--- config.mk ---
export PLATFORM = sky130hd
export DESIGN_NAME = jif_bus_bridge
export DESIGN_NICKNAME = d
export VERILOG_FILES = /design/src/rtl/jif_bus_pkg.sv /design/src/rtl/jif_frame_phase_counter.sv /design/src/rtl/jif_bus_bridge.sv
export SDC_FILE = /design/constraint.sdc
export NUM_CORES = 1
export LEC_CHECK = 0
export ABC_AREA = 0
export BUFFER_PORTS_ARGS = -buffer_cell sky130_fd_sc_hd__buf_2
export CORE_AREA = 2 2 103 105
export DETAILED_ROUTE_END_ITERATION = 7
export DIE_AREA = 0 0 105 107
export PLACE_DENSITY = 0.75
export SETUP_SLACK_MARGIN = 0.3
export SYNTH_ARGS = -nofsm -noshare
export SYNTH_HDL_FRONTEND = slang
export SYNTH_SLANG_ARGS = --single-unit
--- constraint.sdc ---
create_clock -name clk -period 2.3 [get_ports clk]
set_input_delay 0.46 -clock clk [delete_from_list [all_inputs] [get_ports clk]]
set_output_delay 0.46 -clock clk [all_outputs]
set_load 0.05 [all_outputs]
--- src/rtl/jif_bus_pkg.sv ---
// ---------------------------------------------------------------------------
// jif_bus_pkg : shared types and phase helpers for the JIF byte-bus bridge
// ---------------------------------------------------------------------------
`default_nettype none

package jif_bus_pkg;

   typedef enum logic [2:0] {
      IDLE     = 3'd0,
      CAPTURE  = 3'd1,
      FLAG     = 3'd2,
      REQ      = 3'd3,
      READBACK = 3'd4
   } state_t;

   localparam logic RW_WRITE = 1'b1;

   function automatic int ph_flag(input int n);
      return n;
   endfunction

   function automatic int ph_req(input int n);
      return n + 1;
   endfunction

   function automatic int ph_rb0(input int n);
      return n + 2;
   endfunction

   function automatic int ph_last(input int n);
      return 2 * n + 1;
   endfunction

   function automatic int phase_width(input int n);
      return $clog2(2 * n + 2);
   endfunction

endpackage

`default_nettype wire

--- src/rtl/jif_frame_phase_counter.sv ---
// ---------------------------------------------------------------------------
// jif_frame_phase_counter : tracks the frame phase; phase 0 is the frame_sync cycle
// ---------------------------------------------------------------------------
`default_nettype none

module jif_frame_phase_counter
   import jif_bus_pkg::*;
#(
   parameter int NBYTES = 4,
   parameter int PW     = phase_width(NBYTES)
)(
   input  logic          clk,
   input  logic          rst,
   input  logic          frame_sync,
   output logic [PW-1:0] phase,
   output logic          active
);

   localparam logic [PW-1:0] PH_LAST_P = PW'(ph_last(NBYTES));

   logic          run_q;
   logic [PW-1:0] cnt_q;

   // While idle, a frame_sync cycle is itself phase 0; syncs during a run are ignored.
   assign active = run_q | frame_sync;
   assign phase  = run_q ? cnt_q : '0;

   always_ff @(posedge clk) begin
      if (rst) begin
         run_q <= 1'b0;
         cnt_q <= '0;
      end else if (active && (phase != PH_LAST_P)) begin
         run_q <= 1'b1;
         cnt_q <= phase + 1'b1;
      end else begin
         run_q <= 1'b0;
         cnt_q <= '0;
      end
   end

endmodule

`default_nettype wire

--- src/rtl/jif_bus_bridge.sv ---
// ---------------------------------------------------------------------------
// jif_bus_bridge : byte-lane deserializer, req/ack memory master, readback serializer
// ---------------------------------------------------------------------------
`default_nettype none

module jif_bus_bridge
   import jif_bus_pkg::*;
#(
   parameter int         NBYTES  = 4,
   parameter logic [7:0] RD_FILL = 8'h00
)(
   input  logic                  clk,
   input  logic                  rst,
   input  logic                  frame_sync,
   input  logic [7:0]            bus_addr_in,
   input  logic [7:0]            bus_data_in,
   output logic [7:0]            bus_data_out,
   output logic                  bus_data_oe,
   output logic                  mem_req,
   input  logic                  mem_ack,
   output logic                  mem_we,
   output logic [8*NBYTES-1:0]   mem_addr,
   output logic [8*NBYTES-1:0]   mem_wdata,
   input  logic [8*NBYTES-1:0]   mem_rdata,
   input  logic                  err_clr,
   output logic                  frame_err,
   output logic                  busy
);

   localparam int            PW        = phase_width(NBYTES);
   localparam logic [PW-1:0] PH_FLAG_P = PW'(ph_flag(NBYTES));
   localparam logic [PW-1:0] PH_LAST_P = PW'(ph_last(NBYTES));

   logic [PW-1:0]       phase;
   logic                active;
   state_t              state_q, state_d;
   logic [8*NBYTES-1:0] addr_q, wdata_q, rdata_q;
   logic                we_q, req_q, rdata_vld, err_q;
   logic                capture_en, fill_err, timeout, err_set;

   jif_frame_phase_counter #(
      .NBYTES (NBYTES),
      .PW     (PW)
   ) u_phase (
      .clk        (clk),
      .rst        (rst),
      .frame_sync (frame_sync),
      .phase      (phase),
      .active     (active)
   );

   always_ff @(posedge clk) begin
      if (rst) state_q <= IDLE;
      else     state_q <= state_d;
   end

   always_comb begin
      state_d      = state_q;
      bus_data_oe  = 1'b0;
      bus_data_out = 8'h00;
      fill_err     = 1'b0;
      case (state_q)
         IDLE:     if (frame_sync) state_d = (NBYTES > 1) ? CAPTURE : FLAG;
         CAPTURE:  if (phase == PH_FLAG_P - 1'b1) state_d = FLAG;
         FLAG:     state_d = REQ;
         REQ:      state_d = READBACK;
         READBACK: if (phase == PH_LAST_P) state_d = IDLE;
         default:  state_d = IDLE;
      endcase
      // Read frames own the data lane for the whole readback window, even before data arrives.
      if (state_q == READBACK && we_q != RW_WRITE) begin
         bus_data_oe = 1'b1;
         fill_err    = ~rdata_vld;
         for (int j = 0; j < NBYTES; j++) begin
            if (phase == PW'(ph_rb0(NBYTES) + j))
               bus_data_out = rdata_vld ? rdata_q[8*j +: 8] : RD_FILL;
         end
      end
   end

   assign capture_en = (state_q == IDLE && frame_sync) || (state_q == CAPTURE);
   assign timeout    = req_q && !mem_ack && (state_q == READBACK) && (phase == PH_LAST_P);
   assign err_set    = (frame_sync && state_q != IDLE) || fill_err || timeout;

   always_ff @(posedge clk) begin
      if (rst) begin
         addr_q    <= '0;
         wdata_q   <= '0;
         rdata_q   <= '0;
         we_q      <= 1'b0;
         req_q     <= 1'b0;
         rdata_vld <= 1'b0;
         err_q     <= 1'b0;
      end else begin
         if (capture_en) begin
            for (int k = 0; k < NBYTES; k++) begin
               if (phase == PW'(k)) begin
                  addr_q[8*k +: 8]  <= bus_addr_in;
                  wdata_q[8*k +: 8] <= bus_data_in;
               end
            end
         end
         if (state_q == IDLE && frame_sync) rdata_vld <= 1'b0;
         if (state_q == FLAG) begin
            we_q  <= bus_addr_in[0];
            req_q <= 1'b1;
         end
         if (req_q && mem_ack) begin
            rdata_q   <= mem_rdata;
            rdata_vld <= 1'b1;
            req_q     <= 1'b0;
         end else if (timeout) begin
            req_q <= 1'b0;
         end
         // A new error outranks a simultaneous clear so no event is lost.
         if (err_set)      err_q <= 1'b1;
         else if (err_clr) err_q <= 1'b0;
      end
   end

   assign mem_req   = req_q;
   assign mem_we    = we_q;
   assign mem_addr  = addr_q;
   assign mem_wdata = wdata_q;
   assign frame_err = err_q;
   assign busy      = active;

endmodule

`default_nettype wire

==> impl_metrics.yaml, run 1 <==
run_status:
  outcome: "finished, violations left"
  violations: "setup timing"
setup_path:
  startpoint: "u_phase.run_q"
  start_kind: "register"
  slowest_delay_ns: 0.37
  cp.depth: 8
  path_class: "reg2out"
  r2r_end: "u_phase.cnt_q[3]"
  crit_chain: "and2_4 -> inv_2 -> ha_4 -> buf_6 -> o2111ai_4 -> buf_6 -> a311oi_4 -> buf_6"
  crit_slowest_cell: "dfxtp_4"
  crit_buf_inv: 4
  worstPathRequired_ns: 1.84
  r2r_cells: 9
  crit_family: "buffers and inverters"
  cp-end-kind: "output port"
  r2r_setup_slack_ns: 0.35
  critical_path_peak_fanout: 3
  crit_top_cell: "buf_6"
  cp.arrival_ns: 2.10
  r2r-start: "u_phase.run_q"
finish:
  final-seq-area_mm2: 0.00217
  post_route_cells_drive_above_1_share: 0.351
  fin_nets: 673
  diodes: 0
  n_fill_cell: 900
  utilization: 0.597
  multi_input_area_mm2: 0.00251
  syn_to_final_growth_pct: 29.4
floorplanning:
  die_w_um: 105
  rows: 37
  core_mm2: 0.0101
  io_pins: 130
  fp.dieH_um: 107
  initial_utilization: 0.461
  dieArea_mm2: 0.0112
logic_synthesis:
  yosys_warnings: 0
  syn_area_mm2: 0.00465
  ys.flop_type: "dfxtp_1"
  synth_top_area_cell: "dfxtp_1"
  netlist.area_leader.share: 0.465
  synth.avg_cell_area_um2: 9.63
  synth-seq-cells: 108
  synth.distinct_cells: 43
  synthTopCellsByArea: "dfxtp_1 46%, mux2i_1 14%, nand2b_1 11%"
  synth-edff-count: 0
  synthesis.nets: 540
  ys_seq_area_frac: 0.465
  synth_cells: 483
  yosysMostFrequentCell: "dfxtp_1"
  synthArstFlopShare: 0
  ys_top_cells_by_count: "108 x dfxtp_1, 81 x nand2b_1, 76 x nand2_1"
routing:
  antenna_left: 0
  wire_per_inst_um: 15.3
  drcViolationCount: 0
  drt_iter0_drc: 181
  vias_per_cell: 5.08
  vias: 3842
  wirelength_um: 11600
  dr.pass1.iters: 4
timing:
  timing.slew.headroom: 0.638
  fin_crit_ns: 2.56
  slew_viol_final: 0
  worst_slack_ns: -0.260
  setup-violations-final: 8
  max_freq_mhz: 391
  timing_hold_violations_final: 0
  fin_worst_skew_ns: 0.0124
  tightest_slew_ns: 0.542
  whs_ns: 0.309
  min_period_over_period: 1.11
  grt_setup_unrepaired: "true"
min_path:
  min_to: "rdata_q[9]"
  hold_path.class: "in2reg"
  whs_path_depth: 3
  holdCritStartpoint: "mem_rdata[9]"
place:
  port_buffers: 129
  dp_hpwl_um: 8130
  gp_congestion: 0.835
clock_tree:
  numClockSinks: 108
  cts_inserted_buffers: 9
  root_buffer: "clkbuf_8"
  clock_path_buffers: 2
  insertion_delay_ns: 0.38
  path_clk_slew_ns: 0.10
  htree_levels: 3
  cts_tree: "built"
global_routing:
  grt_pass1_vias: 3879
  antenna_found_initial: 0
  grt_usage: 0.210
  grt_max_degree: 54
  grt_overflow: 0
  grt_pass1_wl_um: 18700
pwr:
  clkPwrFrac: 0.324
  pwr-share-comb: 0.116
  sw_frac_of_total: 0.284
  power.density_mw_per_mm2: 572
  vdd_ir_drop_max_mv: 0.278
  leakagePower_nw: 2.60
  p_seq_frac: 0.560
  power_switching_w: 0.000979
  cellInternalPower_w: 0.00247
flow_run:
  max-cap-violations: 0
==> worst max-delay path by stage <==
stage                      end  slack, ns
3_5_place_dp   bus_data_out[5]      -0.02
4_1_cts        bus_data_out[5]      -0.25
3_3_place_gp   bus_data_out[1]       0.04
2_1_floorplan  bus_data_out[0]      -0.29
6_report       bus_data_out[5]      -0.26
5_1_grt        bus_data_out[4]      -0.35
==> through the flow <==
step | power (W) | setup WS [ns] | setup TNS (ns) | instance area [um^2] | std cells
detailed placement | 0.00237 | -0.0238 | -0.130 | 5650 | 739
global placement | 0.00236 | 0.0441 | 0 | 5650 | 739
floorplan | 0.00224 | -0.287 | -2.30 | 4840 | 483
finish | 0.00344 | -0.260 | -1.87 | 6020 | 757
global route | 0.00358 | -0.346 | -2.67 | 6020 | 757
CTS | 0.00349 | -0.250 | -1.81 | 6000 | 757
==> cell usage in the layout, fill, tap and decap left out, types with 2 or more instances in the layout <==
| master | count |
|---|---|
| a21oi_1 | 36 |
| a311oi_4 | 8 |
| buf_2 | 121 |
| buf_4 | 23 |
| buf_6 | 14 |
| clkbuf_8 | 9 |
| dfxtp_1 | 104 |
| dfxtp_2 | 3 |
| ha_2 | 2 |
| ha_4 | 2 |
| inv_1 | 6 |
| inv_6 | 4 |
| mux2i_1 | 65 |
| nand2_1 | 68 |
| nand2_2 | 7 |
| nand2b_1 | 81 |
| nand3_1 | 3 |
| nand3b_1 | 9 |
| nand4_4 | 3 |
| nand4b_1 | 2 |
| nor2_1 | 7 |
| nor2b_1 | 2 |
| o32ai_1 | 3 |
| o32ai_2 | 5 |
| or3_1 | 2 |
==> metal layers <==
metal,GRT usage,part of all wire,vias to the layer above
li1,-,-,1901
met1,0.249,0.44,1816
met2,0.377,0.50,110
met3,0.0377,0.047,15
met4,0.0838,0.016,0
met5,0,0,-
==> state kept, by name, summed over array words and instances, names as in the netlist <==
signal / flops
frame_err: 1
mem_addr: 32
mem_req: 1
mem_wdata: 32
mem_we: 1
rdata_q: 32
rdata_vld: 1
state_q: 3
u_phase.cnt_q: 4
u_phase.run_q: 1
==> cell families after synthesis <==
family                   Yosys count  synth area share
buffers and inverters             45            0.0540
adder cells (fa/ha/maj)            4            0.0108
AND/OR/NAND/NOR                  198             0.241
multiplexers                      65             0.140
AO/OA/AOI/OAI                     61            0.0863
XOR/XNOR                           2           0.00377
flip-flops                       108             0.465
==> final cells by class <==
type                            count  area share
Multi-Input combinational cell    330       0.416
Sequential cell                   108       0.360
Timing Repair Buffer              159       0.159
Tap cell                          136      0.0283
Clock buffer                        9      0.0206
Clock inverter                      7      0.0108
Inverter                            8     0.00540
==> tightest hold or removal path, stage by stage <==
cell     delay [ns]
buf_2          0.10
nand2_1        0.04
a21oi_1        0.05
==> power groups by stage <==
stage	Combinational (W)	Sequential (W)	Clock, W
floorplan	0.000155	0.00209	0
global placement	0.000386	0.00197	0
detailed placement	0.000395	0.00197	0
CTS	0.000401	0.00193	0.00116
global route	0.000423	0.00194	0.00122
finish	0.000400	0.00193	0.00111
==> repair_timing <==
| item | 4_1_cts | 5_1_grt |
|---|---|---|
| hold buffers | 0 | 0 |
| pin swaps | 9 | 1 |
| resized for setup | 45 | 6 |
| endpoints found under the setup margin | 9 | 8 |
| buffers inserted | 2 | 0 |
No activity file was read; power rests on OpenSTA's default activity.
==> inputs of run 2 (changes only) <==
- PLACE_DENSITY: 0.75 -> unset
- PLACE_DENSITY_LB_ADDON: unset -> 0.08
==> impl_metrics.yaml, run 2 (same netlist as run 1, synthesis figures left out) <==
clock_tree:
  cts_hold_buf: 0
  insertion_delay_ns: 0.38
  numClockSinks: 108
  root_buffer: "clkbuf_8"
  htree_levels: 3
  path_clk_slew_ns: 0.10
  cts_tree: "built"
  cts_inserted_buffers: 9
  clock_path_buffers: 2
routing:
  wire_per_inst_um: 15.1
  wirelength_um: 11600
  drt_iter0_drc: 145
  vias: 3851
  antenna_left: 0
  drcViolationCount: 0
  vias_per_cell: 5.01
  dr.pass1.iters: 4
run_status:
  outcome: "finished, violations left"
  violations: "setup timing"
finish:
  utilization: 0.614
  final_cell_mix: "120 x buf_2, 105 x dfxtp_1, 81 x nand2b_1"
  syn_to_final_growth_pct: 33.2
  fin_area_mm2: 0.00620
  n_fill_cell: 918
  stdcell_count: 768
  final-seq-area_mm2: 0.00217
  fin_nets: 685
  diodes: 0
  post_route_cells_drive_above_1_share: 0.366
  multi_input_area_mm2: 0.00254
  layout_commonest_cell: "buf_2"
timing:
  setup-violations-final: 10
  worst_slack_ns: -0.279
  fin_crit_ns: 2.58
  max_freq_mhz: 388
  timing_hold_violations_final: 0
  min_period_over_period: 1.12
  tightest_slew_ns: 0.565
  grt_setup_unrepaired: "true"
  slew_viol_final: 0
  timing.slew.headroom: 0.623
  fin_worst_skew_ns: 0.0102
setup_path:
  r2r_setup_slack_ns: -0.15
  critical_path_peak_fanout: 7
  critical_path.endpoint: "bus_data_out[1]"
  cp.depth: 9
  path_class: "reg2out"
  r2r-start: "u_phase.run_q"
  r2r_end: "mem_req"
  crit_buf_inv: 4
  cp-end-kind: "output port"
  cp.arrival_ns: 2.12
  crit_slowest_cell: "dfxtp_4"
  start_kind: "register"
  crit_top_cell: "buf_6"
  r2r_cells: 16
  worstPathRequired_ns: 1.84
  crit_chain: "and2_4 -> inv_4 -> ha_4 -> nand4b_1 -> buf_6 -> o32ai_1 -> buf_4 -> a311oi_4 -> buf_6"
  crit_family: "buffers and inverters"
  slowest_delay_ns: 0.38
  startpoint: "u_phase.run_q"
place:
  dp_cells: 737
  port_buffers: 129
  post-place-ws_ns: -0.0261
  dp_hpwl_um: 7970
  gp_congestion: 0.758
  postPlaceCellArea_mm2: 0.00563
pwr:
  p_total_w: 0.00352
  leakagePower_nw: 2.69
  power.density_mw_per_mm2: 568
  clkPwrFrac: 0.337
  vdd_ir_drop_max_mv: 0.342
  cellInternalPower_w: 0.00258
  p_seq_frac: 0.548
  power_switching_w: 0.000937
  pwr-share-comb: 0.115
  sw_frac_of_total: 0.266
floorplanning:
  die_w_um: 105
  initial_utilization: 0.461
  fp.dieH_um: 107
  rows: 37
  io_pins: 130
  dieArea_mm2: 0.0112
  core_mm2: 0.0101
global_routing:
  grt_pass1_vias: 3827
  grt_usage: 0.210
  antenna_found_initial: 0
  grt_overflow: 0
  grt_max_degree: 60
  grt_pass1_wl_um: 18800
flow_run:
  max-cap-violations: 0
min_path:
  hold_path.class: "in2reg"
## run 2: worst min-delay path by stage
| stage | start | endpoint | slack, ns | depth (start not counted) |
|---|---|---|---|---|
| after floorplan | rdata_q[16] | rdata_q[16] | 0.44 | 2 |
| after CTS | mem_rdata[18] | rdata_q[18] | 0.30 | 3 |
| final | mem_rdata[18] | rdata_q[18] | 0.31 | 3 |
| after global placement | rdata_q[13] | rdata_q[13] | 0.45 | 2 |
| after global routing | mem_rdata[19] | rdata_q[19] | 0.31 | 3 |
| after detailed placement | rdata_q[11] | rdata_q[11] | 0.45 | 2 |
## run 2: per-stage QoR
stage	TNS (ns)	hold slack [ns]
finish	-2.27	0.308
global route	-3.13	0.313
CTS	-2.10	0.298
detailed placement	-0.0902	0.447
global placement	0	0.449
floorplan	-2.30	0.436
## run 2: power groups by stage
stage	clock (W)	combinational, W	sequential (W)
CTS	0.00121	0.000400	0.00193
global placement	0	0.000386	0.00197
finish	0.00118	0.000405	0.00193
detailed placement	0	0.000390	0.00197
global route	0.00127	0.000429	0.00193
floorplan	0	0.000155	0.00209
## run 2: worst min-delay path, cell delays in order
cell and delay, ns:
buf_2 0.09, nand2_1 0.04, a21oi_1 0.05
## run 2: layer usage
| layer | up-vias | global-route usage | share of wire |
|---|---|---|---|
| met4 | 0 | 0.0952 | 0.020 |
| met2 | 103 | 0.365 | 0.50 |
| met1 | 1818 | 0.257 | 0.44 |
| met5 | - | 0 | 0 |
| met3 | 16 | 0.0316 | 0.038 |
| li1 | 1914 | - | - |
## run 2: what timing repair did
item                       4_1_cts  5_1_grt
resized for setup               52       16
setup buffers                   15        1
setup endpoints to repair        9       11
pin swaps                        9        3
## run 2: cell type report
cell class              instances  share of cell area
multi-input cells             330               0.410
flip-flops and latches        108               0.350
repair buffers                171               0.176
well taps                     136              0.0275
clock buffers                  10              0.0222
clock inverters                 5             0.00969
inverters                       8             0.00525
